$ cat src/rtl/clock_pkg.sv
// Shared clock/alarm definitions: time and timer widths, alarm FSM encoding
// and the alarm-time range check.
package clock_pkg;

    localparam int TIME_W  = 6;
    localparam int TIMER_W = 16;

    typedef enum logic [1:0] {
        IDLE    = 2'd0,
        ARMED   = 2'd1,
        RINGING = 2'd2,
        SNOOZE  = 2'd3
    } alarmState_t;

    function automatic logic timeValid(input logic [TIME_W-1:0] h,
                                       input logic [TIME_W-1:0] m);
        return (h <= TIME_W'(23)) && (m <= TIME_W'(59));
    endfunction

endpackage

$ cat src/rtl/edge_detect.sv
// Rising-edge detector: compares a level against its one-cycle-delayed copy.
module edge_detect (
    input  logic clk,
    input  logic rst,
    input  logic in,
    output logic rise
);

    logic inDly;

    always_ff @(posedge clk) begin
        if (rst) inDly <= 1'b0;
        else     inDly <= in;
    end

    assign rise = in & ~inDly;

endmodule

$ cat src/rtl/alarm_sequencer.sv
// Alarm sequencer: arm/ring/snooze FSM with alarm-time storage and button edges.
// Optional ALARM_BLINK_EN makes ring toggle on every second while ringing.
module alarm_sequencer
    import clock_pkg::*;
#(
    parameter int RING_TIMEOUT_S = 60,
    parameter int SNOOZE_S       = 300,
    parameter int MAX_SNOOZE     = 3
) (
    input  logic              clk,
    input  logic              rst,
    input  logic              tick_1s,
    input  logic [TIME_W-1:0] hour,
    input  logic [TIME_W-1:0] min,
    input  logic [TIME_W-1:0] sec,
    input  logic              arm,
    input  logic              set_valid,
    input  logic [TIME_W-1:0] set_hour,
    input  logic [TIME_W-1:0] set_min,
    input  logic              btn_stop,
    input  logic              btn_snooze,
    output logic [TIME_W-1:0] alarm_hour,
    output logic [TIME_W-1:0] alarm_min,
    output logic              ring,
    output logic [1:0]        state,
    output logic [1:0]        snooze_cnt
);

    localparam logic [TIMER_W-1:0] RING_LAST   = TIMER_W'(RING_TIMEOUT_S - 1);
    localparam logic [TIMER_W-1:0] SNOOZE_LAST = TIMER_W'(SNOOZE_S - 1);
    localparam logic [1:0]         SNOOZE_MAX  = 2'(MAX_SNOOZE);

    alarmState_t        curState, nextState;
    logic [TIMER_W-1:0] timer, timerNext;
    logic [1:0]         snoozeCnt, snoozeNext;
    logic [TIME_W-1:0]  alarmHourR, alarmMinR;
    logic               stopRise, snoozeRise;
    logic               loadOk, alarmMatch;

    edge_detect stopEdge (
        .clk  (clk),
        .rst  (rst),
        .in   (btn_stop),
        .rise (stopRise)
    );

    edge_detect snoozeEdge (
        .clk  (clk),
        .rst  (rst),
        .in   (btn_snooze),
        .rise (snoozeRise)
    );

    assign loadOk     = set_valid && timeValid(set_hour, set_min);
    assign alarmMatch = tick_1s && (hour == alarmHourR) && (min == alarmMinR) && (sec == '0);

    always_ff @(posedge clk) begin
        if (rst) begin
            curState   <= IDLE;
            timer      <= '0;
            snoozeCnt  <= '0;
            alarmHourR <= '0;
            alarmMinR  <= '0;
        end else begin
            curState  <= nextState;
            timer     <= timerNext;
            snoozeCnt <= snoozeNext;
            if (loadOk) begin
                alarmHourR <= set_hour;
                alarmMinR  <= set_min;
            end
        end
    end

    // Priority: disarm, then alarm reload, then buttons, then the seconds tick.
    always_comb begin
        nextState  = curState;
        timerNext  = timer;
        snoozeNext = snoozeCnt;
        if (!arm) begin
            nextState  = IDLE;
            timerNext  = '0;
            snoozeNext = '0;
        end else if (loadOk && (curState == RINGING || curState == SNOOZE)) begin
            nextState  = ARMED;
            timerNext  = '0;
            snoozeNext = '0;
        end else begin
            case (curState)
                IDLE: begin
                    nextState  = ARMED;
                    timerNext  = '0;
                    snoozeNext = '0;
                end
                ARMED: begin
                    if (alarmMatch) begin
                        nextState = RINGING;
                        timerNext = '0;
                    end
                end
                RINGING: begin
                    if (stopRise) begin
                        nextState  = ARMED;
                        timerNext  = '0;
                        snoozeNext = '0;
                    end else if (snoozeRise) begin
                        if (snoozeCnt < SNOOZE_MAX) begin
                            nextState  = SNOOZE;
                            timerNext  = '0;
                            snoozeNext = snoozeCnt + 2'd1;
                        end
                    end else if (tick_1s) begin
                        if (timer == RING_LAST) begin
                            nextState  = ARMED;
                            timerNext  = '0;
                            snoozeNext = '0;
                        end else begin
                            timerNext = timer + TIMER_W'(1);
                        end
                    end
                end
                SNOOZE: begin
                    if (stopRise) begin
                        nextState  = ARMED;
                        timerNext  = '0;
                        snoozeNext = '0;
                    end else if (tick_1s && !snoozeRise) begin
                        if (timer == SNOOZE_LAST) begin
                            nextState = RINGING;
                            timerNext = '0;
                        end else begin
                            timerNext = timer + TIMER_W'(1);
                        end
                    end
                end
                default: begin
                    nextState  = IDLE;
                    timerNext  = '0;
                    snoozeNext = '0;
                end
            endcase
        end
    end

`ifdef ALARM_BLINK_EN
    logic blinkR, blinkNext;

    // Phase starts high on entry to RINGING and flips on every counted tick.
    always_comb begin
        blinkNext = 1'b0;
        if (nextState == RINGING) begin
            if (curState != RINGING)
                blinkNext = 1'b1;
            else if (tick_1s && !stopRise && !snoozeRise)
                blinkNext = ~blinkR;
            else
                blinkNext = blinkR;
        end
    end

    always_ff @(posedge clk) begin
        if (rst) blinkR <= 1'b0;
        else     blinkR <= blinkNext;
    end

    assign ring = blinkR && (curState == RINGING);
`else
    assign ring = (curState == RINGING);
`endif

    assign state      = curState;
    assign snooze_cnt = snoozeCnt;
    assign alarm_hour = alarmHourR;
    assign alarm_min  = alarmMinR;

endmodule

$ cat config.mk
export PLATFORM = sky130hd
export DESIGN_NAME = alarm_sequencer
export DESIGN_NICKNAME = d
export VERILOG_FILES = /design/src/rtl/clock_pkg.sv /design/src/rtl/edge_detect.sv /design/src/rtl/alarm_sequencer.sv
export SDC_FILE = /design/constraint.sdc
export NUM_CORES = 1
export LEC_CHECK = 0
export CAP_MARGIN = 10
export CORE_ASPECT_RATIO = 1.25
export CORE_MARGIN = 4
export CORE_UTILIZATION = 42
export DETAILED_ROUTE_END_ITERATION = 16
export GPL_ROUTABILITY_DRIVEN = 0
export HOLD_SLACK_MARGIN = 0.12
export PLACE_DENSITY = 0.78
export SYNTH_ARGS = -nofsm -noshare
export SYNTH_HDL_FRONTEND = slang
export SYNTH_SLANG_ARGS = --single-unit
$ cat constraint.sdc
create_clock -name clk -period 1.9 [get_ports clk]
set_input_delay 0.38 -clock clk [delete_from_list [all_inputs] [get_ports clk]]
set_output_delay 0.38 -clock clk [all_outputs]
set_load 0.05 [all_outputs]
==> results.tsv <==
metric	value	unit
worst path bufs/invs	3	
Post-Syn Nets	264	
Rows	26	
TritonCTS Buffers	5	
element type at the critical path start	register	
WS Path Type	register to register	
Overflow after GRT	0	
synth top area cells	dfxtp_1 (37%), xnor2_1 (5.7%), nand2_1 (5.5%)	
Power Total	1.61	mW
CP peak stage delay	0.53	ns
crit-path cells	or4_4 -> a211o_1 -> o21bai_4 -> buf_4 -> buf_4 -> buf_4 -> nor2b_1 -> o21ai_1 -> a21oi_2	
global-route wire length before repair	9600	um
CP Capture Type	register	
drt total wl	6270	um
Post-synth EDFFs	0	
Die H	82.0	um
Port Buf Inserts	53	
initial antenna violation count	0	
initial DRC count	111	
register area share after synthesis	37.0	%
Clock Sinks	34	
GRT Util Overall	22.7	%
final non-filler cell total	385	
hold slack final	0.481	ns
slowest CP cell	or4_4	
ys async rst share	0	%
RSZ-0062 raised after global routing	yes	
Gate Count Post-Synth	225	
Synth area leader	dfxtp_1	
crit path max fanout	6	
worst-case clock skew	0.0104	ns
FMAX	468	MHz
placed cells	365	
clock latency on the worst-skew pair	0.29	ns
die area	5520	um2
Synth Area per Inst	8.19	um2
Slew headroom	63.5	%
vias in the first global route	2074	
Syn Std Cell Area	1840	um2
CTS root buf	clkbuf_8	
Starting Density	44.2	%
routed vias/inst	5.56	
drt pass-1 iters	4	
routed wirelength normalized by instance count	16.3	um
H-tree depth	2	
largest net degree at the start of global routing	15	
VDD IR max	0.377	mV
Worst Setup Slack, final	-0.235	ns
# fillers	285	
CTS tree	yes	
HP Class	register to register	
Crit path top cell by count	buf_4	
Commonest cells post-synth	dfxtp_1 (34), nand2_1 (27), a21oi_1 (20), o21ai_1 (17), xnor2_1 (12)	
Hold Vio Cnt, Final	0	
# setup viols final	20	
Critical Path RT	2.08	ns
Worst-path clk slew	0.07	ns
Core Region	4160	um2
via count	2140	
die width	67.2	um
Top delay family on crit path	compound AO/OA/AOI/OAI gates	
YS warnings	0	
Ports	54	
failing checks	negative setup slack	
Slew Limit Fails	0	
fin crit period	2.13	ns
status	finished with violations	
share of layout cells above drive strength 1	39.5	%
max cap viols	0	
Antenna diodes	0	
post-synth cell types	41	
count leader, synth	dfxtp_1	
Area Overhead vs Synth	69.0	%
nets	367	
prevailing post-synth register cell	dfxtp_1	
#FFs+latches synth	34	
Synth top area share	37.0	%
leak pwr	1.24	nW
CP arrival	2.31	ns
setup TNS	-2.09	ns
Worst-Margin Slew	0.550	ns
Residual DRC	0	
final period utilization	112	%
Hold Buf Count CTS	0	
hpwl dp	4220	um
pwr/cell area	517	nW/um2
Clock Path Buffers	2	
Post-DRT Antenna Nets	0	
==> report_power, final <==
group	switching (mW)	leakage (nW)	internal, mW
Sequential	0.0147	0.287	0.720
Clock	0.258	0.0395	0.260
Combinational	0.177	0.910	0.177
Total	0.450	1.24	1.16
==> worst paths after layout <==
check	from	to	slack, ns	cells after the start
worst max-delay path	timer[10]	timer[11]	-0.23	9
worst max register to register	timer[10]	timer[11]	-0.23	9
worst min register to register	timer[1]	timer[1]	0.48	2
worst min-delay path	timer[1]	timer[1]	0.48	2
==> state kept, by name (all words and copies together) (netlist names) <==
| register | count |
|---|---|
| timer | 16 |
| snoozeEdge.inDly | 1 |
| stopEdge.inDly | 1 |
| alarm_hour | 6 |
| snooze_cnt | 2 |
| alarm_min | 6 |
| state | 2 |
==> layout by cell type, fill, tap and decap left out, types with 6 or more instances in the layout <==
master           netlist  routed
dlygate4sd2_1          0      14
dfxtp_4                0      12
and3_1                 7       7
nand2_1               27      27
a21oi_2                0       6
a21oi_1               20      14
dfxtp_1               34      18
o31ai_2                5       6
o21ai_1               17      11
buf_4                  0      59
inv_1                  7       7
nand4_1                7       7
xnor2_2                0       9
clkdlybuf4s50_1        0      18
clkdlybuf4s15_1        0       8
nor2_1                 6       6
nand3_1               10       8
nor3_1                10       9
buf_6                  2       6
==> cells by family after synthesis <==
group / after synthesis / synth area share [%]
adder cells (fa/ha/maj): 2 / 1.36
buffers and inverters: 19 / 4.82
flip-flops: 34 / 37.0
multiplexers: 2 / 1.09
AND/OR/NAND/NOR: 95 / 27.4
XOR/XNOR: 12 / 5.71
AO/OA/AOI/OAI: 61 / 22.6
==> layout make-up <==
type | count | area (um2) | share of cell area (%)
Timing Repair Buffer | 106 | 913 | 29.4
Tap cell | 56 | 70.1 | 2.25
Sequential cell | 34 | 731 | 23.5
Multi-Input combinational cell | 174 | 1290 | 41.5
Inverter | 7 | 26.3 | 0.844
Clock buffer | 8 | 80.1 | 2.57
==> tightest hold or removal path, stage by stage, from the launching register on <==
cell,delay [ns]
dfxtp_1,0.32
nand2_1,0.07
a21oi_2,0.04
==> what timing repair did <==
action	CTS	global route
gates resized for setup	53	22
setup buffers	6	4
endpoints found under the setup margin	21	20
pin swaps	29	17
gates cloned	2	0
==> stage by stage <==
step | worst slack, ns | cell area (um2) | utilization [%]
floorplan | -0.138 | 1920 | -
global placement | -0.589 | 2740 | 65.9
detailed placement | -0.695 | 2740 | 65.9
CTS | -0.174 | 2980 | 71.6
global route | -0.286 | 3110 | 74.7
finish | -0.235 | 3110 | 74.7
==> routing by layer <==
layer	up-vias	part of all wire (%)	track usage, %
met5	-	0	0
met4	0	2.4	10.1
met3	15	7.3	4.24
met2	87	52	42.2
met1	1009	38	24.6
li1	1029	-	-
Power figures use the tool's default switching activity.
==> RTL edit: new RTL, same flow settings <==
`TIMER_W`: 16 -> 12.
--- a/src/rtl/clock_pkg.sv
+++ b/src/rtl/clock_pkg.sv
@@ -5,3 +5,3 @@
     localparam int TIME_W  = 6;
-    localparam int TIMER_W = 16;
+    localparam int TIMER_W = 12;
 
Check against the original RTL: same outputs for any inputs over 4 cycles, from zero or initial values and one cycle with rst high; that may be too few to reach the edited logic, so the function may still have changed.
==> RTL edit against the unedited design <==
  * The flow still finishes with violations (negative setup slack)
  * Wire length about the same
  * Power decreased by 5.2%
  * Design area decreased by 5.4%
  * Maximum frequency increased by 7.3%
  * Worst setup slack improved by 0.15 ns
  * Synthesized cell count decreased by 12%
  * Die area decreased by 5.7%
  * Synthesized area decreased by 6.4%
  * Sequential cell count decreased by 4
  * Hold slack got worse by 0.0082 ns
==> RTL edit: results (changes against the unedited design) <==
floorplanning:
  num_rows: 25  # was 26
setup_path:
  regToRegStartpoint: "timer[6]$_SDFFE_PP0P_"  # was timer[10]$_SDFFE_PP0P_
  critPathSlowestCell: "or4b_4"  # was or4_4
  path_max_fanout: 3  # was 6
  worst_ep_arrival_time_ns: 2.17  # was 2.31 ns
  slowest_delay_ns: 0.55  # was 0.53 ns
  r2r-end: "timer[2]$_SDFFE_PP0P_"  # was timer[11]$_SDFFE_PP0P_
  rr_worst_depth: 6  # was 9
  cp_top_family: "simple AND/OR/NAND/NOR gates"  # was compound AO/OA/AOI/OAI gates
yosys:
  ys_top_cells_by_area: "dfxtp_1, xnor2_1, a211o_1"  # was dfxtp_1, xnor2_1, nand2_1
  synth_cells: 199  # was 225
  yosysSeqAreaShare_pct: 34.8  # was 37.0%
global_routing:
  grt.total_usage_pct: 24.0  # was 22.7%
  grt_pass1_wl_mm: 9.73  # was 9.60 mm
  grt_pass1_vias: 2070  # was 2,074
route:
  drt_iter0_drc: 130  # was 111
  vias: 2050  # was 2,140
  vias_per_cell: 5.66  # was 5.56
timing:
  setup_ws_ns: -0.0892  # was -0.235 ns
  setup_viol: 10  # was 20
  fin_skew_ns: 0.00774  # was 0.0104 ns
cells_and_area:
  drive_gt1_share_pct: 36.0  # was 39.5%
  fill_cells: 278  # was 285
status:
  status: "finished with violations"  # unchanged
  violations: "negative setup slack"  # unchanged
power_and_ir_drop:
  leakage_uw: 0.00122  # was 0.00124 uW
[RTL edit: cell count changes in the layout (fill, tap and decap cells not counted), sizes merged, moves of 7 or more]
cell and change:
o21ai -17, nand2 -14, a21oi -12, clkdlybuf4s50 +10, o31ai -7, a32o +8
[RTL edit: routing by layer]
layer	up-vias	GRT usage (%)	part of all wire (%)
li1	970	-	-
met3	11	5.63	6.6
met5	-	0	0
met1	991	25.9	40
met4	0	6.02	1.7
met2	78	45.8	52
[RTL edit: area by class of cell]
type | count | area share [%]
clock inverter | 2 | 0.297
tap | 54 | 2.29
timing repair buffer | 111 | 32.3
multi-input combinational | 151 | 39.7
clock buffer | 6 | 2.46
inverter | 8 | 1.02
sequential | 30 | 21.9
[RTL edit: worst min path at each step]
stage                                             to  slack [ns]                       start
after floorplan            alarm_min[2]$_SDFFE_PP0N_        0.45                         rst
after global placement     alarm_min[1]$_SDFFE_PP0N_        0.46   alarm_min[1]$_SDFFE_PP0N_
after detailed placement   alarm_min[1]$_SDFFE_PP0N_        0.46   alarm_min[1]$_SDFFE_PP0N_
after CTS                  alarm_min[1]$_SDFFE_PP0N_        0.47   alarm_min[1]$_SDFFE_PP0N_
after global routing      alarm_hour[1]$_SDFFE_PP0N_        0.50  alarm_hour[1]$_SDFFE_PP0N_
final                      alarm_min[1]$_SDFFE_PP0N_        0.47   alarm_min[1]$_SDFFE_PP0N_
[RTL edit: per-stage QoR]
step	worst slack (ns)	utilization, %	power [uW]	hold slack, ns	TNS, ns
2_1_floorplan	-0.145	-	831	0.449	-0.884
3_3_place_gp	-0.516	70.7	1000	0.461	-6.65
3_5_place_dp	-0.579	70.7	1010	0.465	-7.44
4_1_cts	-0.0483	73.6	1500	0.474	-0.0980
5_1_grt	-0.142	75.9	1580	0.505	-0.967
6_report	-0.0892	75.9	1520	0.472	-0.427
[RTL edit: worst register-to-register path, cell delays in order (launching register included)]
cell,delay [ns]
dfxtp_2,0.32
or4b_4,0.55
a2111oi_4,0.20
buf_4,0.21
nor3_2,0.06
or3_1,0.30
a32o_1,0.25
[RTL edit: logic make-up (layout without fill, tap and decap cells)]
group	count (synthesis)	in the layout	synth area share [%]
and+or+nand+nor	88	89	28.6
AOI/OAI and AO/OA	43	43	21.5
DFF	30	30	34.8
buffers and inverters	19	127	4.64
xor gates and xnor gates	12	12	6.10
muxes	5	5	2.90
adders and majority gates	2	2	1.45
[RTL edit: power by group]
group	switching (uW)	total, uW	internal, uW	leakage, uW
clock	258	510	252	0.0000426
combinational	177	360	183	0.000924
sequential	15.7	655	639	0.000253
[RTL edit: timing repair]
action                     CTS  global route
resized for setup           31            13
setup buffers                2             2
hold buffers                 0             0
gates cloned                 1             0
setup endpoints to repair   18            13
pin swaps                   26             6
